$ cat config.mk
export PLATFORM = sky130hd
export DESIGN_NAME = io_bus_master
export DESIGN_NICKNAME = d
export VERILOG_FILES = /design/src/rtl/io_bus_master.sv
export SDC_FILE = /design/constraint.sdc
export NUM_CORES = 1
export LEC_CHECK = 0
export CORE_ASPECT_RATIO = 2
export CORE_MARGIN = 1.5
export CORE_UTILIZATION = 41
export CTS_CLUSTER_DIAMETER = 120
export DETAILED_ROUTE_END_ITERATION = 12
export PLACE_DENSITY = 0.86
export SLEW_MARGIN = 25
export SYNTH_ARGS = -nofsm -noshare
export SYNTH_HDL_FRONTEND = slang
export SYNTH_SLANG_ARGS = --single-unit
$ cat constraint.sdc
create_clock -name clk -period 2.16 [get_ports clk]
set_clock_uncertainty 0.1 [all_clocks]
set_input_delay 0.432 -clock clk [delete_from_list [all_inputs] [get_ports clk]]
set_output_delay 0.432 -clock clk [all_outputs]
set_load 0.005 [all_outputs]
$ cat src/rtl/io_bus_master.sv
// io_bus_master: initiator for the memory-mapped IO bus between the CPU memory
// stage and the IO register file. Validates window/alignment, issues aligned
// 32-bit big-endian IO cycles, and performs read-modify-write for sub-word stores.
//
// Ports:
//   clk, rst                       clock, synchronous active-high reset
//   req_valid/req_ready            request handshake (ready only when idle)
//   req_we/req_size/req_sign       store flag, size (byte/half/word), load sign-extension
//   req_addr/req_wdata             byte address, right-justified store data
//   resp_valid/resp_err/resp_rdata one-cycle completion pulse, reject flag, load result
//   io_ce/io_we/io_addr/io_wdata   IO slave strobe, direction, word address, write word
//   io_rdata                       IO slave read word (only meaningful during a read cycle)
module io_bus_master #(
    parameter int unsigned       ADDR_W  = 32,
    parameter logic [ADDR_W-1:0] IO_BASE = ADDR_W'(32'h400),
    parameter int unsigned       IO_SIZE = 1024
) (
    input  logic              clk,
    input  logic              rst,
    input  logic              req_valid,
    output logic              req_ready,
    input  logic              req_we,
    input  logic [1:0]        req_size,
    input  logic              req_sign,
    input  logic [ADDR_W-1:0] req_addr,
    input  logic [31:0]       req_wdata,
    output logic              resp_valid,
    output logic              resp_err,
    output logic [31:0]       resp_rdata,
    output logic              io_ce,
    output logic              io_we,
    output logic [ADDR_W-1:0] io_addr,
    output logic [31:0]       io_wdata,
    input  logic [31:0]       io_rdata
);

    localparam logic [1:0] IDLE = 2'd0;
    localparam logic [1:0] RD   = 2'd1;
    localparam logic [1:0] WR   = 2'd2;
    localparam logic [1:0] RESP = 2'd3;

    localparam logic [1:0] SZ_BYTE = 2'b00;
    localparam logic [1:0] SZ_HALF = 2'b01;
    localparam logic [1:0] SZ_WORD = 2'b10;
    localparam logic [1:0] SZ_ILL  = 2'b11;

    localparam logic [ADDR_W-1:0] IO_LAST = IO_BASE + ADDR_W'(IO_SIZE - 1);

    // Select the addressed big-endian lane and extend it to 32 bits.
    function automatic logic [31:0] load_extract(input logic [31:0] word, input logic [1:0] size,
                                                 input logic [1:0] off, input logic sign);
        logic [7:0]  b;
        logic [15:0] h;
        logic [31:0] r;
        case (off)
            2'd0:    b = word[31:24];
            2'd1:    b = word[23:16];
            2'd2:    b = word[15:8];
            default: b = word[7:0];
        endcase
        h = off[1] ? word[15:0] : word[31:16];
        case (size)
            SZ_BYTE: r = {{24{sign & b[7]}}, b};
            SZ_HALF: r = {{16{sign & h[15]}}, h};
            default: r = word;
        endcase
        return r;
    endfunction

    // Overlay the low byte/half of the store data onto the addressed lane of the read word.
    function automatic logic [31:0] merge_store(input logic [31:0] word, input logic [15:0] data,
                                                input logic [1:0] size, input logic [1:0] off);
        logic [31:0] w;
        w = word;
        if (size == SZ_BYTE) begin
            case (off)
                2'd0:    w[31:24] = data[7:0];
                2'd1:    w[23:16] = data[7:0];
                2'd2:    w[15:8]  = data[7:0];
                default: w[7:0]   = data[7:0];
            endcase
        end else if (off[1]) begin
            w[15:0] = data;
        end else begin
            w[31:16] = data;
        end
        return w;
    endfunction

    logic [1:0]        state, state_nxt;
    logic              lat_we;
    logic [1:0]        lat_size;
    logic              lat_sign;
    logic [1:0]        lat_off;
    logic [15:0]       lat_wdata;

    logic              req_ready_nxt, resp_valid_nxt, resp_err_nxt;
    logic [31:0]       resp_rdata_nxt;
    logic              io_ce_nxt, io_we_nxt;
    logic [ADDR_W-1:0] io_addr_nxt;
    logic [31:0]       io_wdata_nxt;

    logic              accept;
    logic              req_bad;

    assign accept = req_valid && req_ready;

    // Reject illegal size, misalignment, or an address outside the IO window.
    always_comb begin
        req_bad = 1'b0;
        case (req_size)
            SZ_BYTE: req_bad = 1'b0;
            SZ_HALF: req_bad = req_addr[0];
            SZ_WORD: req_bad = |req_addr[1:0];
            SZ_ILL:  req_bad = 1'b1;
            default: req_bad = 1'b1;
        endcase
        if ((req_addr < IO_BASE) || (req_addr > IO_LAST)) begin
            req_bad = 1'b1;
        end
    end

    // Next state and next value of every registered output.
    always_comb begin
        state_nxt      = state;
        req_ready_nxt  = 1'b0;
        resp_valid_nxt = 1'b0;
        resp_err_nxt   = 1'b0;
        resp_rdata_nxt = 32'd0;
        io_ce_nxt      = 1'b0;
        io_we_nxt      = 1'b0;
        io_addr_nxt    = '0;
        io_wdata_nxt   = 32'd0;
        case (state)
            IDLE: begin
                req_ready_nxt = 1'b1;
                if (accept) begin
                    req_ready_nxt = 1'b0;
                    if (req_bad) begin
                        state_nxt      = RESP;
                        resp_valid_nxt = 1'b1;
                        resp_err_nxt   = 1'b1;
                    end else if (req_we && (req_size == SZ_WORD)) begin
                        state_nxt    = WR;
                        io_ce_nxt    = 1'b1;
                        io_we_nxt    = 1'b1;
                        io_addr_nxt  = {req_addr[ADDR_W-1:2], 2'b00};
                        io_wdata_nxt = req_wdata;
                    end else begin
                        // Loads and sub-word stores both start with a read.
                        state_nxt   = RD;
                        io_ce_nxt   = 1'b1;
                        io_addr_nxt = {req_addr[ADDR_W-1:2], 2'b00};
                    end
                end
            end
            RD: begin
                if (lat_we) begin
                    state_nxt    = WR;
                    io_ce_nxt    = 1'b1;
                    io_we_nxt    = 1'b1;
                    io_addr_nxt  = io_addr;
                    io_wdata_nxt = merge_store(io_rdata, lat_wdata, lat_size, lat_off);
                end else begin
                    state_nxt      = RESP;
                    resp_valid_nxt = 1'b1;
                    resp_rdata_nxt = load_extract(io_rdata, lat_size, lat_off, lat_sign);
                end
            end
            WR: begin
                state_nxt      = RESP;
                resp_valid_nxt = 1'b1;
            end
            default: begin
                state_nxt     = IDLE;
                req_ready_nxt = 1'b1;
            end
        endcase
    end

    // State, output and request-field registers.
    always_ff @(posedge clk) begin
        if (rst) begin
            state      <= IDLE;
            req_ready  <= 1'b1;
            resp_valid <= 1'b0;
            resp_err   <= 1'b0;
            resp_rdata <= 32'd0;
            io_ce      <= 1'b0;
            io_we      <= 1'b0;
            io_addr    <= '0;
            io_wdata   <= 32'd0;
            lat_we     <= 1'b0;
            lat_size   <= 2'd0;
            lat_sign   <= 1'b0;
            lat_off    <= 2'd0;
            lat_wdata  <= 16'd0;
        end else begin
            state      <= state_nxt;
            req_ready  <= req_ready_nxt;
            resp_valid <= resp_valid_nxt;
            resp_err   <= resp_err_nxt;
            resp_rdata <= resp_rdata_nxt;
            io_ce      <= io_ce_nxt;
            io_we      <= io_we_nxt;
            io_addr    <= io_addr_nxt;
            io_wdata   <= io_wdata_nxt;
            if (accept) begin
                lat_we    <= req_we;
                lat_size  <= req_size;
                lat_sign  <= req_sign;
                lat_off   <= req_addr[1:0];
                lat_wdata <= req_wdata[15:0];
            end
        end
    end

endmodule
==> metrics, run 1 <==
Worst IR Drop VDD=0.9884 mV; Hold Startpoint=lat_wdata[8]; core area=0.01220 sq mm; largest net degree at the start of global routing=44; Root Buffer=clkbuf_16; Die Width=82.07 um; Period Utilization, post-route=0.9321; Clock Latency Late Sink=0.41 ns; total congestion overflow=0; Boundary Pins=204; Final #Nets=between 900 and 1000; Adder-Cell Fraction of Synth Area=0.009763; Final Setup Violations=0; Seq cells post-synth=between 100 and 150; post-CTS sizing=0; kind of critical path=reg -> reg; number of global-route vias before repair=roughly 5300; crit-path cells=nor2_1 -> a21oi_1 -> o221ai_1 -> o21ai_1; TritonCTS Buffers=17; P_leak=2.966 nW; Max FO, Critical Path=10; CP max stage cell=dfxtp_1; final hold slack=0.3522 ns; setup TNS=0 ns; Layout area overhead=56.92%; via density per instance=5.564; CTS tree=done; max-cap violations=0; Initial Utilization=0.4203; DRC violations left=0; status=complete, no violations; Least-Margin Pin Slew=0.6129 ns; Distinct cells, synth=57; die height=161.1 um; Worst R2R Start=lat_size[0]; WL final=17950 um; Crit. Startpoint=lat_size[0]; Antenna Diode Count=0; gpl congestion=0.9542; crit path DAT=2.25 ns; XOR/XNOR share of the synthesized area=0; Hold Path Class=reg -> reg; simple-gate portion of the synthesized area=0.2150; Yosys top cell by area=dfxtp_1; Power Total=approximately 7.0 mW; Crit path buffers/inverters=0; max-slew violation count=0; RSZ-0062 raised after global routing=false; worst setup margin=0.1466 ns; Critical Path Max Stage Delay=0.57 ns; most frequent cells in the layout=clkdlybuf4s50_1, nand2_1, dfxtp_1; first-pass GRT wire length=~27000 um; YS warnings=0; layout cell share with drive strength beyond 1=0.1122; Post-Place Setup Slack=-0.2016 ns; Max Buffers Root-to-Sink=2; initial DRC count=around 470; Avg WL per Cell=18.56 um; Fmax=slightly below 500 MHz; placed wire-length estimate=approximately 13000 um; Sink Count=123; post-route antenna net violation count=0; total die area=0.01322 sq mm; Pre-Repair DR Iteration Count=6; Critical Path RT=around 2.4 ns; Compound-Gate Fraction of Synth Area=0.2167; Core Rows=57; Filler cells=993; initial antenna violation count=0; final hold vios=0; delay-heaviest family, CP=compound AO/OA/AOI/OAI gates; post-synth top area share=0.4804; clock transition at the registers of the reported paths=0.05 ns; Netlist Area Pre-Place=0.005126 sq mm; largest family of logic cells by synthesized area=compound AO/OA/AOI/OAI gates; setup bufs post-CTS=0; Vias=roughly 5400; commonest non-fill, non-tap cell in the layout=clkdlybuf4s50_1; register area share after synthesis=0.4804; cell count after synthesis=between 500 and 600; mux share of post-synthesis cell area=0.02514; IO Port Bufs=201; # hold bufs at CTS=0; CP endpoint kind=flop; Final min period=roughly 2.0 ns; crit start category=flop; Mean Syn Cell Area=8.601 sq um; gr usage total=0.2777; relative slew slack=0.5914; top cells by area, synth=dfxtp_1, nand2_1, a21oi_1; H-Tree Depth=4; pwr/cell area=864.8 mW/mm^2
## layout make-up
| class | count | area [sq um] | area share |
|---|---|---|---|
| Clock inverter | 11 | 167.7 | 0.02084 |
| Sequential cell | 123 | 2462 | 0.3061 |
| Tap cell | 147 | 183.9 | 0.02287 |
| Clock buffer | 21 | 460.4 | 0.05724 |
| Multi-Input combinational cell | 415 | 2405 | 0.2990 |
| Inverter | 14 | 52.55 | 0.006533 |
| Timing Repair Buffer | 236 | 2312 | 0.2874 |
## flip-flops by register name (all words and copies together) (netlist names)
signal and flops:
lat_sign 1, resp_rdata 32, req_ready 1, resp_valid 1
lat_we 1, resp_err 1, lat_wdata 16, io_addr 30
io_wdata 32, state 2, io_ce 1, lat_off 2
io_we 1, lat_size 2
## worst min-delay path, cell delays in order, from the launching register on
cell     delay [ns]
dfxtp_1        0.30
nand2_1        0.05
a21oi_1        0.05
## cell usage after synthesis, drive strengths merged
| library cell | n |
|---|---|
| o221a | 7 |
| nor4b | 2 |
| o31ai | 2 |
| nor3b | 9 |
| conb | 1 |
| or4 | 1 |
| o2111ai | 2 |
| o32ai | 9 |
| a22o | 8 |
| mux2i | 5 |
| dfxtp | 123 |
| buf | 22 |
| nand3b | 1 |
| nand2b | 2 |
| and4 | 1 |
| o221ai | 14 |
| nor2b | 3 |
| nand4b | 1 |
| nand3 | 7 |
| a211oi | 1 |
| a2111oi | 1 |
| or2 | 2 |
| and3 | 1 |
| nor3 | 10 |
| a22oi | 8 |
| a21oi | 34 |
| a21o | 1 |
| a31oi | 9 |
| nor4 | 3 |
| or3 | 3 |
| mux2 | 7 |
| ha | 4 |
| clkbuf | 23 |
| nand2 | 133 |
| inv | 14 |
| a221oi | 1 |
| o21ai | 61 |
| o21a | 9 |
| o22ai | 2 |
| nor2 | 16 |
| nand4 | 10 |
| and2 | 23 |
## report_power, final
part / internal [mW] / switching (mW) / total (mW)
clock: 1.99 / 1.03 / 3.02
combinational: 0.673 / 0.743 / 1.42
sequential: 2.41 / 0.118 / 2.52
total: 5.07 / 1.89 / 6.96
## per-layer routing
metal / wire length [um] / vias up / global-route usage
met5: 0 / - / 0
met4: 1241 / 0 / 0.1903
met3: 1228 / 69 / 0.06215
met2: 9580 / 303 / 0.4952
met1: 5895 / 2487 / 0.2700
li1: - / 2521 / -
## logic make-up (layout without fill, tap and decap cells)
family / after synthesis / after routing
simple gates: 228 / 228
buf+inv: 59 / 282
compound gates: 169 / 169
fa+ha+maj: 4 / 4
other cells: 1 / 2
flops: 123 / 123
mux: 12 / 12
## per-stage QoR
stage,instances,instance area [sq um],utilization
3_5_place_dp,935,7416,0.6081
3_3_place_gp,935,7416,0.6081
4_1_cts,967,8044,0.6596
5_1_grt,967,8044,0.6596
2_1_floorplan,597,5130,-
6_report,967,8044,0.6596
## final timing paths
| check | slack, ns | end | cells past startpoint |
|---|---|---|---|
| worst max-delay path | 0.15 | io_wdata[25] | 4 |
| worst min-delay path | 0.35 | lat_wdata[8] | 2 |
| worst max register to register | 0.15 | io_wdata[25] | 4 |
| worst min register to register | 0.35 | lat_wdata[8] | 2 |
(Power assumes the default switching activity.)
==> inputs of run 2 (changes only) <==
Settings changed: PLACE_DENSITY 0.86 to 0.85.
==> run 2 against run 1 <==
  * Global-route usage shrank 0.36 points
  * Cell area is essentially flat
  * Critical endpoint is now io_wdata[31]
  * Clock power grew 2%
  * Hold slack improved by 0.0030 ns
  * Worst setup slack worse by 0.030 ns
  * Combinational power hardly changed
  * Power rose by 1.1%
  * Final cell count shrank 0.21%
==> metrics, run 2 (synthesized netlist as in run 1, its figures left out) <==
status=complete, no violations (unchanged); commonest non-fill, non-tap cell in the layout=clkdlybuf4s50_1 (unchanged); setup TNS=0 ns (unchanged); initial DRC count=338 (was 466); max-slew violation count=0 (unchanged); IO Port Bufs=201 (unchanged); Pint=5.185 mW (was 5.067 mW); Logic pwr share=0.206 (was 0.204); Die Width=82.07 um (unchanged); Filler cells=983 (was 993); CP endpoint kind=flop (unchanged); crit start category=flop (unchanged); placed insts=934 (was 935); number of global-route vias before repair=5225 (was 5267); H-Tree Depth=4 (unchanged); Layout area overhead=56.87% (was 56.92%); crit-path cells=nor2_1 -> a21oi_1 -> buf_4 -> o221ai_1 -> o21ai_1 (was nor2_1 -> a21oi_1 -> o221ai_1 -> o21ai_1); most frequent cells in the layout=clkdlybuf4s50_1, nand2_1, dfxtp_1 (unchanged); clock share of power=0.436 (was 0.434); Final #Nets=913 (was 914); initial antenna violation count=0 (unchanged); layout cell share with drive strength beyond 1=0.1076 (was 0.1122); Power Total=7.031 mW (was 6.956 mW); Avg WL per Cell=18.30 um (was 18.56 um); Vias=5270 (was 5380); Sink Count=123 (unchanged); Post-Place Setup Slack=-0.1702 ns (was -0.2016 ns); placed wire-length estimate=13300 um (was 13330 um); die height=161.1 um (unchanged); Worst IR Drop VDD=0.7384 mV (was 0.9884 mV); pwr/cell area=874.4 mW/mm^2 (was 864.8 mW/mm^2); RSZ-0062 raised after global routing=false (unchanged); Initial Utilization=0.4203 (unchanged); gpl congestion=0.9647 (was 0.9542); crit path DAT=2.20 ns (was 2.25 ns); clock transition at the registers of the reported paths=0.06 ns (was 0.05 ns); relative slew slack=0.6261 (was 0.5914); CTS tree=done (unchanged); Antenna Diode Count=0 (unchanged); total die area=0.01322 sq mm (unchanged); Fmax=489.5 MHz (was 496.7 MHz); Final Setup Violations=0 (unchanged); max-cap violations=0 (unchanged); post-route antenna net violation count=0 (unchanged); WL final=17660 um (was 17950 um); # hold bufs at CTS=0 (unchanged); Clock Latency Late Sink=0.41 ns (about the same); Least-Margin Pin Slew=0.5609 ns (was 0.6129 ns); gr usage total=0.2741 (was 0.2777); cell area after layout=0.008041 sq mm (was 0.008044 sq mm); P_leak=2.967 nW (was 2.966 nW); Pre-Repair DR Iteration Count=8 (was 6); via density per instance=5.461 (was 5.564); kind of critical path=reg -> reg (unchanged); CP max stage cell=o221ai_1 (was dfxtp_1); largest registers=io_wdata (32), resp_rdata (32), io_addr (30) (unchanged); sequential fraction of design power=0.358 (was 0.363); largest net degree at the start of global routing=53 (was 44); total congestion overflow=0 (unchanged); Hold Path Class=reg -> reg (unchanged); Final min period=2.043 ns (was 2.013 ns); worst setup margin=0.1171 ns (was 0.1466 ns); setup bufs post-CTS=0 (unchanged); total placed instance area=0.007408 sq mm (was 0.007416 sq mm); Boundary Pins=204 (unchanged); DRC violations left=0 (unchanged); TritonCTS Buffers=17 (unchanged); final hold vios=0 (unchanged); first-pass GRT wire length=26790 um (was 27060 um); total net switching power=1.846 mW (was 1.889 mW); Root Buffer=clkbuf_16 (unchanged); Period Utilization, post-route=0.9458 (was 0.9321); Max Buffers Root-to-Sink=2 (unchanged); Non-Filler Instances=965 (was 967); Max FO, Critical Path=13 (was 10); Core Rows=57 (unchanged); Critical Path RT=2.32 ns (was 2.40 ns); Critical Path Max Stage Delay=0.46 ns (was 0.57 ns); post-CTS sizing=0 (unchanged); Sw Share=0.2626 (was 0.2716); core area=0.01220 sq mm (unchanged)
-- run 2: changes by cell type in the layout (fill, tap and decap cells not counted) --
cell / delta
clkinvlp_4: -2
bufinv_16: +1
clkinv_4: -2
buf_4: -1
clkbuf_1: +2
-- run 2: through the flow --
stage,hold WS [ns],utilization
floorplan,0.3329,-
global placement,0.3425,0.6075
detailed placement,0.3427,0.6075
CTS,0.3553,0.6594
global route,0.3685,0.6594
finish,0.3553,0.6594
-- run 2: final cells by class --
type	count	area, sq um	share of cell area
Clock buffer	23	467.9	0.05819
Clock inverter	8	165.2	0.02054
Inverter	14	52.55	0.006535
Multi-Input combinational cell	415	2405	0.2991
Sequential cell	123	2462	0.3062
Tap cell	147	183.9	0.02287
Timing Repair Buffer	235	2305	0.2866
-- run 2: critical path, delay by kind of cell (launching register included) --
| family | cells | cell delay, ns |
|---|---|---|
| flip-flops | 1 | 0.43 |
| AO/OA/AOI/OAI | 3 | 0.80 |
| AND/OR/NAND/NOR | 1 | 0.38 |
| buffers and inverters | 1 | 0.19 |
-- run 2: path summary, 6_finish.rpt --
path | startpoint | to | slack [ns] | cells after the start
max | lat_size[1] | io_wdata[31] | 0.12 | 5
min | io_addr[28] | io_addr[28] | 0.36 | 1
max reg2reg | lat_size[1] | io_wdata[31] | 0.12 | 5
min reg2reg | io_addr[28] | io_addr[28] | 0.36 | 1
-- run 2: power by group through the flow --
stage | clock network (mW) | registers [mW] | logic [mW]
CTS | 3.10 | 2.52 | 1.43
global route | 3.19 | 2.53 | 1.57
global placement | 0 | 2.56 | 1.38
detailed placement | 0 | 2.56 | 1.41
floorplan | 0 | 2.53 | 0.759
finish | 3.07 | 2.52 | 1.44
-- run 2: routing by layer --
metal,vias up,global-route usage,share of wire
li1,2532,-,-
met1,2417,0.2523,0.32
met2,254,0.5004,0.55
met3,67,0.05706,0.061
met4,0,0.2003,0.071
met5,-,0,0
==> inputs of run 3 (changes only) <==
Settings changed: CAP_MARGIN from default to 30, GPL_ROUTABILITY_DRIVEN from default to 0.
==> run 3 against run 2 <==
  * Combinational power hardly changed
  * Critical endpoint is now io_wdata[24]
  * Utilization is 0.29 points lower
  * Flip-flop and latch count stayed put
  * Cell area is 0.44% lower
  * Highest routed layer unchanged
  * Die area stayed put
  * Critical path type unchanged
  * Power is 3.1% lower
  * Hold slack hardly changed
==> metrics, run 3 (synthesized netlist as in run 1, its figures left out) <==
status=complete, no violations (unchanged); Final min period=1.992 ns (was 2.043 ns); CTS tree=done (unchanged); post-route antenna net violation count=0 (unchanged); Pre-Repair DR Iteration Count=6 (was 8); worst setup margin=0.1682 ns (was 0.1171 ns); Logic pwr share=0.209 (was 0.206); layout cell share with drive strength beyond 1=0.1103 (was 0.1076); Max Buffers Root-to-Sink=2 (unchanged); kind of critical path=reg -> reg (unchanged); commonest non-fill, non-tap cell in the layout=clkdlybuf4s50_1 (unchanged); RSZ-0062 raised after global routing=false (unchanged); met1 Resource Use GR=0.2578 (was 0.2523); Pint=4.996 mW (was 5.185 mW); H-Tree Depth=4 (unchanged); IO Port Bufs=201 (unchanged); post-CTS sizing=0 (unchanged); CP endpoint kind=flop (unchanged); Avg WL per Cell=18.11 um (was 18.30 um); cell depth of the worst flop-to-flop path=5 (unchanged); placed insts=934 (unchanged); Core Util, Final=0.6565 (was 0.6594); met3 Usage GRT=0.05085 (was 0.05706); Worst R2R Start=lat_size[0] (was lat_size[1]); Clock Latency Late Sink=0.41 ns (about the same); total congestion overflow=0 (unchanged); relative slew slack=0.6439 (was 0.6261); Sw Share=0.2668 (was 0.2626); most frequent cells in the layout=clkdlybuf4s50_1, nand2_1, dfxtp_1 (unchanged); total die area=0.01322 sq mm (unchanged); largest net degree at the start of global routing=53 (unchanged); hold endpoint=io_addr[30] (was io_addr[28]); busiest grt layer=met2 (unchanged); TritonCTS Buffers=17 (unchanged); WL final=17440 um (was 17660 um); Final Setup Violations=0 (unchanged); Period Utilization, post-route=0.9221 (was 0.9458); Hold Path Class=reg -> reg (unchanged); final hold vios=0 (unchanged); setup TNS=0 ns (unchanged); total net switching power=1.818 mW (was 1.846 mW); worst reg-to-reg setup slack=0.17 ns (was 0.12 ns); Worst IR Drop VDD=0.7681 mV (was 0.7384 mV); initial DRC count=444 (was 338); Core Rows=57 (unchanged); Non-Filler Instances=963 (was 965); Hold Startpoint=io_addr[30] (was io_addr[28]); Boundary Pins=204 (unchanged); Critical Path RT=2.40 ns (was 2.32 ns); initial antenna violation count=0 (unchanged); crit path DAT=2.23 ns (was 2.20 ns); largest registers=io_wdata (32), resp_rdata (32), io_addr (30) (unchanged); via density per instance=5.582 (was 5.461); P_leak=2.954 nW (was 2.967 nW); Least-Margin Pin Slew=0.5342 ns (was 0.5609 ns); sequential fraction of design power=0.371 (was 0.358); DRC violations left=0 (unchanged); first-pass GRT wire length=27050 um (was 26790 um); Antenna Diode Count=0 (unchanged); number of global-route vias before repair=5388 (was 5225); Die Width=82.07 um (unchanged); gr usage total=0.2729 (was 0.2741); clock transition at the registers of the reported paths=0.05 ns (was 0.06 ns); max-cap violations=0 (unchanged); crit start category=flop (unchanged); met2 usage=0.4888 (was 0.5004); Root Buffer=clkbuf_16 (unchanged); Max FO, Critical Path=10 (was 13); pwr/cell area=851.0 mW/mm^2 (was 874.4 mW/mm^2); clock share of power=0.419 (was 0.436); Vias=5375 (was 5270); placed wire-length estimate=13340 um (was 13300 um); die height=161.1 um (unchanged); core area=0.01220 sq mm (unchanged); Reg-to-Reg End=io_wdata[24] (was io_wdata[31]); Layout area overhead=56.19% (was 56.87%); Final #Nets=913 (unchanged); # hold bufs at CTS=0 (unchanged); Post-Place Setup Slack=-0.1344 ns (was -0.1702 ns); Fmax=502.1 MHz (was 489.5 MHz); max-slew violation count=0 (unchanged); Initial Utilization=0.4203 (unchanged); setup bufs post-CTS=0 (unchanged); Sink Count=123 (unchanged); Hold Path Cell Cnt=1 (unchanged)
[run 3: how the worst max path moves through the flow]
stage / start / endpoint / slack (ns)
after floorplan: req_addr[23] / io_wdata[6] / 0.36
after global routing: lat_size[1] / io_wdata[24] / 0.09
after detailed placement: req_addr[23] / io_addr[9] / -0.13
after global placement: req_addr[23] / io_wdata[0] / -0.09
final: lat_size[0] / io_wdata[24] / 0.17
after CTS: lat_size[0] / io_wdata[24] / 0.26
[run 3: power by group through the flow]
stage               registers (mW)  logic, mW  clock network [mW]
finish                        2.53       1.43                2.86
global route                  2.54       1.55                3.00
CTS                           2.52       1.41                2.89
detailed placement            2.57       1.40                   0
global placement              2.56       1.37                   0
floorplan                     2.53      0.759                   0
[run 3: cell type report]
type | count | area [sq um]
clock buffer | 21 | 480.5
clock inverter | 8 | 117.6
fill | 977 | 4189
inverter | 14 | 52.55
multi-input combinational | 415 | 2405
sequential | 123 | 2462
tap | 147 | 183.9
timing repair buffer | 235 | 2305
[run 3: critical path, cell delays in order (launching register included)]
cell and delay, ns:
dfxtp_1 0.42, buf_4 0.22, or2_2 0.38, o21ai_0 0.32, o221ai_1 0.33, o21ai_1 0.16
[run 3: stage by stage]
stage          power, mW  area, sq um  hold WS [ns]
2_1_floorplan      3.287         5130        0.3329
3_3_place_gp       3.938         7408        0.3413
3_5_place_dp       3.966         7408        0.3426
4_1_cts            6.823         8006        0.3571
5_1_grt            7.095         8006        0.3713
6_report           6.814         8006        0.3551
[run 3: per-layer routing]
layer  vias to the layer above  routed length, um
met5                         -                  0
met4                         0               1297
met3                        73               1000
met2                       288               9557
met1                      2494               5580
li1                       2520                  -
